File: src/rtl/instruction_ram_loader.sv
// instruction_ram_loader: byte-stream loadable instruction memory with combinational fetch and CPU hold.
module instruction_ram_loader #(
    parameter int          DEPTH     = 64,
    parameter int          ADDR_W    = $clog2(DEPTH),
    parameter logic [31:0] FILL      = 32'hdeadbeef,
    parameter bit          BOOT_HOLD = 1'b1
) (
    input  logic            clk,
    input  logic            rst,
    input  logic [31:0]     a,
    output logic [31:0]     rd,
    output logic            cpu_hold,
    input  logic            load_en,
    input  logic            load_valid,
    input  logic [7:0]      load_byte,
    output logic            load_ready,
    output logic [ADDR_W:0] load_words,
    output logic            load_overflow
);
    typedef enum logic [1:0] {BOOT, LOAD, RUN} state_t;
    state_t          state_q;
    logic [1:0]      byte_cnt_q;
    logic [23:0]     word_buf_q;
    logic [ADDR_W:0] wr_ptr_q;
    logic            overflow_q;
    logic [31:0]     mem [DEPTH];
    logic            accept, word_done, full, in_range;
    assign load_ready    = (state_q == LOAD) && load_en;
    assign accept        = load_ready && load_valid;
    assign word_done     = accept && (byte_cnt_q == 2'd3);
    assign full          = wr_ptr_q >= (ADDR_W+1)'(DEPTH);
    assign cpu_hold      = state_q != RUN;
    assign load_words    = wr_ptr_q;
    assign load_overflow = overflow_q;
    // Words at or past the write pointer are stale from an earlier session and read as FILL.
    assign in_range      = ((a >> ADDR_W) == 32'd0) && ({1'b0, a[ADDR_W-1:0]} < wr_ptr_q);
    assign rd            = in_range ? mem[a[ADDR_W-1:0]] : FILL;
    always_ff @(posedge clk) begin
        if (rst) begin
            state_q    <= BOOT_HOLD ? BOOT : RUN;
            byte_cnt_q <= '0;
            word_buf_q <= '0;
            wr_ptr_q   <= '0;
            overflow_q <= 1'b0;
        end else if (state_q != LOAD) begin
            if (load_en) begin
                state_q    <= LOAD;
                byte_cnt_q <= '0;
                wr_ptr_q   <= '0;
                overflow_q <= 1'b0;
            end
        end else if (!load_en) begin
            state_q    <= RUN;
            byte_cnt_q <= '0;
        end else if (accept) begin
            byte_cnt_q <= byte_cnt_q + 2'd1;
            word_buf_q <= {load_byte, word_buf_q[23:8]};
            if (word_done && full)
                overflow_q <= 1'b1;
            else if (word_done)
                wr_ptr_q <= wr_ptr_q + (ADDR_W+1)'(1);
        end
    end
    always_ff @(posedge clk) begin
        if (!rst && word_done && !full)
            mem[wr_ptr_q[ADDR_W-1:0]] <= {load_byte, word_buf_q};
    end
endmodule
File: config.mk
export PLATFORM = sky130hd
export DESIGN_NAME = instruction_ram_loader
export DESIGN_NICKNAME = d
export VERILOG_FILES = /design/src/rtl/instruction_ram_loader.sv
export SDC_FILE = /design/constraint.sdc
export NUM_CORES = 2
export LEC_CHECK = 0
export ABC_CLOCK_PERIOD_IN_PS = 6000
export CAP_MARGIN = 20
export CELL_PAD_IN_SITES_DETAIL_PLACEMENT = 1
export CELL_PAD_IN_SITES_GLOBAL_PLACEMENT = 2
export CORE_ASPECT_RATIO = 0.75
export CORE_MARGIN = 3
export CORE_UTILIZATION = 46
export CTS_BUF_LIST = sky130_fd_sc_hd__clkbuf_16
export DETAILED_ROUTE_END_ITERATION = 6
export PLACE_DENSITY = 0.83
export SYNTH_ARGS = -nofsm -noshare
export SYNTH_HDL_FRONTEND = slang
export SYNTH_SLANG_ARGS = --single-unit
File: constraint.sdc
create_clock -name clk -period 6 [get_ports clk]
set_input_delay 0.9 -clock clk [delete_from_list [all_inputs] [get_ports clk]]
set_output_delay 0.9 -clock clk [all_outputs]
set_load 0.01 [all_outputs]
==> results.tsv <==
stage	metric	value	unit
pwr	powerDensity	314	mW/mm2
sta	fin_skew	29.2	ps
logic_synthesis	synth_edf_count	2048	
pwr	ir_drop	0.305	mV
floorplanning	dieArea	0.179	mm2
floorplanning	core	0.173	mm2
route	ant_nets	0	
floorplanning	start_util	46.3	%
floorplanning	die_width	488	um
worst_hold_path	hold_class	primary input to flip-flop	
clock_network	clockBufferDepth	3	
flow_run	cap_violations	0	
sta	worst_pin_slew	1070	ps
placement	hpwl	135	mm
logic_synthesis	yosys.area.top_type	edfxtp_1	
logic_synthesis	synth_top_family_by_area	multiplexers	
sta	fmax	170	MHz
sta	drv_slew	0	
layout	final_common_cell	edfxtp_1	
worst_hold_path	holdPathEnd	mem[20][30]$_DFFE_PP_	
logic_synthesis	synthTopCellsByArea	edfxtp_1 77%, mux4_2 15%, mux2i_1 1.8%	
logic_synthesis	synth_compound_area_share	2.05	%
route	dr.pass1.iters	6	
floorplanning	die_y	367	um
route	wirelength	246	mm
logic_synthesis	ys.flop_type	edfxtp_1	
worst_setup_path	cp-start-kind	flip-flop	
clock_network	clkTransAtPathRegs	70	ps
sta	slew_headroom	28.7	%
layout	drive_above_1_share	28.5	%
logic_synthesis	synthArstFlopShare	0	%
worst_setup_path	r2r_end	mem[28][15]$_DFFE_PP_	
sta	hold_viol_final	0	
floorplanning	ios	86	
worst_setup_path	crit_arrival	5000	ps
outcome	status	completed	
global_routing	antenna_found_initial	11	
logic_synthesis	synth_top_cell_area_share	76.7	%
layout	stdcell_count	6315	
logic_synthesis	yosys.cell_types.count	56	
pwr	power	28900	uW
sta	fin_setup_tns	0	ps
route	wl_per_cell	38.9	um
global_routing	grt_max_degree	67	
floorplanning	num_rows	132	
worst_setup_path	endpoint_kind	output port	
worst_hold_path	holdPathStages	1	
clock_network	cts_tree	built	
logic_synthesis	syn-num-nets	3601	
clock_network	clock_latency	840	ps
clock_network	cts.sinks	2084	
placement	port_buffers	85	
layout	finalNetCount	3930	
logic_synthesis	yosysSeqAreaShare	77.6	%
worst_setup_path	cp_max_fo	13	
logic_synthesis	synth_mux_area_share	16.9	%
logic_synthesis	yosys.area_share.adder	0.141	%
layout	fillerInstances	14700	
global_routing	track_usage	27.4	%
clock_network	h-tree-depth	4	
route	vias	41800	
logic_synthesis	ys_seq_elements	2084	
worst_setup_path	ff2ff_setup_slack	1660	ps
route	drtIter0Drc	6945	
pwr	p_leak	0.0269	uW
worst_setup_path	startpoint	load_words[5]$_SDFFE_PP0P_	
logic_synthesis	synth_xor_area_share	0.0437	%
global_routing	grt_pass1_vias	42600	
logic_synthesis	netlist_instances	3548	
clock_network	cts.root.buffer_cell	clkbuf_16	
sta	setup_viol	0	
route	drc	0	
sta	fin_crit_sh	98.3	%
clock_network	cts_buffers	190	
global_routing	grt.overflow.total	0	
sta	rsz0062_at_grt	false	
route	viasPerCell	6.62	
logic_synthesis	netlist_area	0.0801	mm2
logic_synthesis	yosys.area_share.simple	1.77	%
global_routing	grt_pass1_wl	342	mm
worst_setup_path	cp_data_required_time	5100	ps
worst_hold_path	hold_path.startpoint	load_byte[6]	
sta	period_minus_slack	5900	ps
logic_synthesis	yosys_warnings	0	
layout	utilization	53.2	%
placement	gp_congestion	0.816	
placement	numPlacedInstances	5942	
worst_setup_path	rr_worst_depth	8	
worst_setup_path	crit_type	flip-flop to output port	
worst_setup_path	timing.rr.start	state_q[0]$_SDFFE_PP0P_	
layout	mostFrequentLayoutCells	2,048 x edfxtp_1, 525 x mux4_2, 191 x clkbuf_16, 172 x buf_4, 148 x mux2i_1	
logic_synthesis	syn_area_per_cell	22.6	um2
layout	syn_to_final_growth	14.7	%
-- metal layers --
metal / routed length (um) / GRT usage, % / share of wire, % / up-vias
li1: - / - / - / 15800
met1: 91100 / 38.9 / 37 / 22400
met2: 116000 / 42.4 / 47 / 3173
met3: 30600 / 6.50 / 12 / 472
met4: 8160 / 8.45 / 3.3 / 2
met5: 9 / 0 / 0.0037 / -
-- cell families after synthesis --
logic type                 Yosys count
DFF                               2084
muxes                              690
and+or+nand+nor                    320
AOI/OAI and AO/OA                  240
buffers and inverters              201
adders and majority gates            9
xor gates and xnor gates             4
-- report_power, final --
| group | switching (uW) | internal (uW) |
|---|---|---|
| sequential | 27.2 | 15900 |
| combinational | 681 | 422 |
| clock | 5450 | 6420 |
-- flip-flops by register name, summed over array words and instances, names as in the netlist --
signal / flops
state_q: 2
word_buf_q: 24
load_words: 7
load_overflow: 1
byte_cnt_q: 2
mem: 2048
-- synth_stat cells, drive strengths merged (15+ instances only) --
library cell     n
edfxtp        2048
mux4           527
mux2i          148
buf            123
nand2          110
nor2           108
clkbuf          66
a21oi           59
o22ai           41
dfxtp           36
nand3           25
o221ai          22
o21ai           18
nor4            17
a2111oi         16
a22oi           16
a211oi          15
mux2            15
nor2b           15
-- area by class of cell --
cell class	instances	area (um2)	area share, %
multi-input combinational	1263	17200	18.8
clock buffer	191	4780	5.20
clock inverter	158	1240	1.35
tap	2278	2850	3.10
timing repair buffer	326	3480	3.79
antenna	3	7.51	0.00817
inverter	12	53.8	0.0585
sequential	2084	62300	67.7
-- what timing repair did --
action | 4_1_cts | 5_1_grt
resized for setup | 4 | 9
setup endpoints to repair | 4 | 11
setup buffers | 0 | 0
hold buffers | 0 | 0
-- critical path, stage by stage (launching register included) --
cell and delay, ps:
dfxtp_1 530, inv_1 270, ha_1 360, and3b_1 190, a2111o_1 520, or2_2 620
a311o_1 430, a311oi_1 570, clkdlybuf4s50_1 670
-- metrics by stage --
stage          hold WS (ps)  area, um2  worst slack, ps
3_5_place_dp            455      85400            -64.6
2_1_floorplan           440      80100              116
5_1_grt                 371      91900             81.4
6_report                392      91900              103
3_3_place_gp            439      85300             15.8
4_1_cts                 464      91400             2.83
-- worst max path at each step --
stage | end | cells past startpoint | slack (ps)
detailed placement | rd[29] | 12 | -60
global placement | rd[9] | 7 | 20
finish | rd[20] | 8 | 100
CTS | rd[27] | 9 | 3
floorplan | mem[10][0]$_DFFE_PP_ | 7 | 120
global route | rd[30] | 9 | 80
No activity file was read; power rests on OpenSTA's default activity.
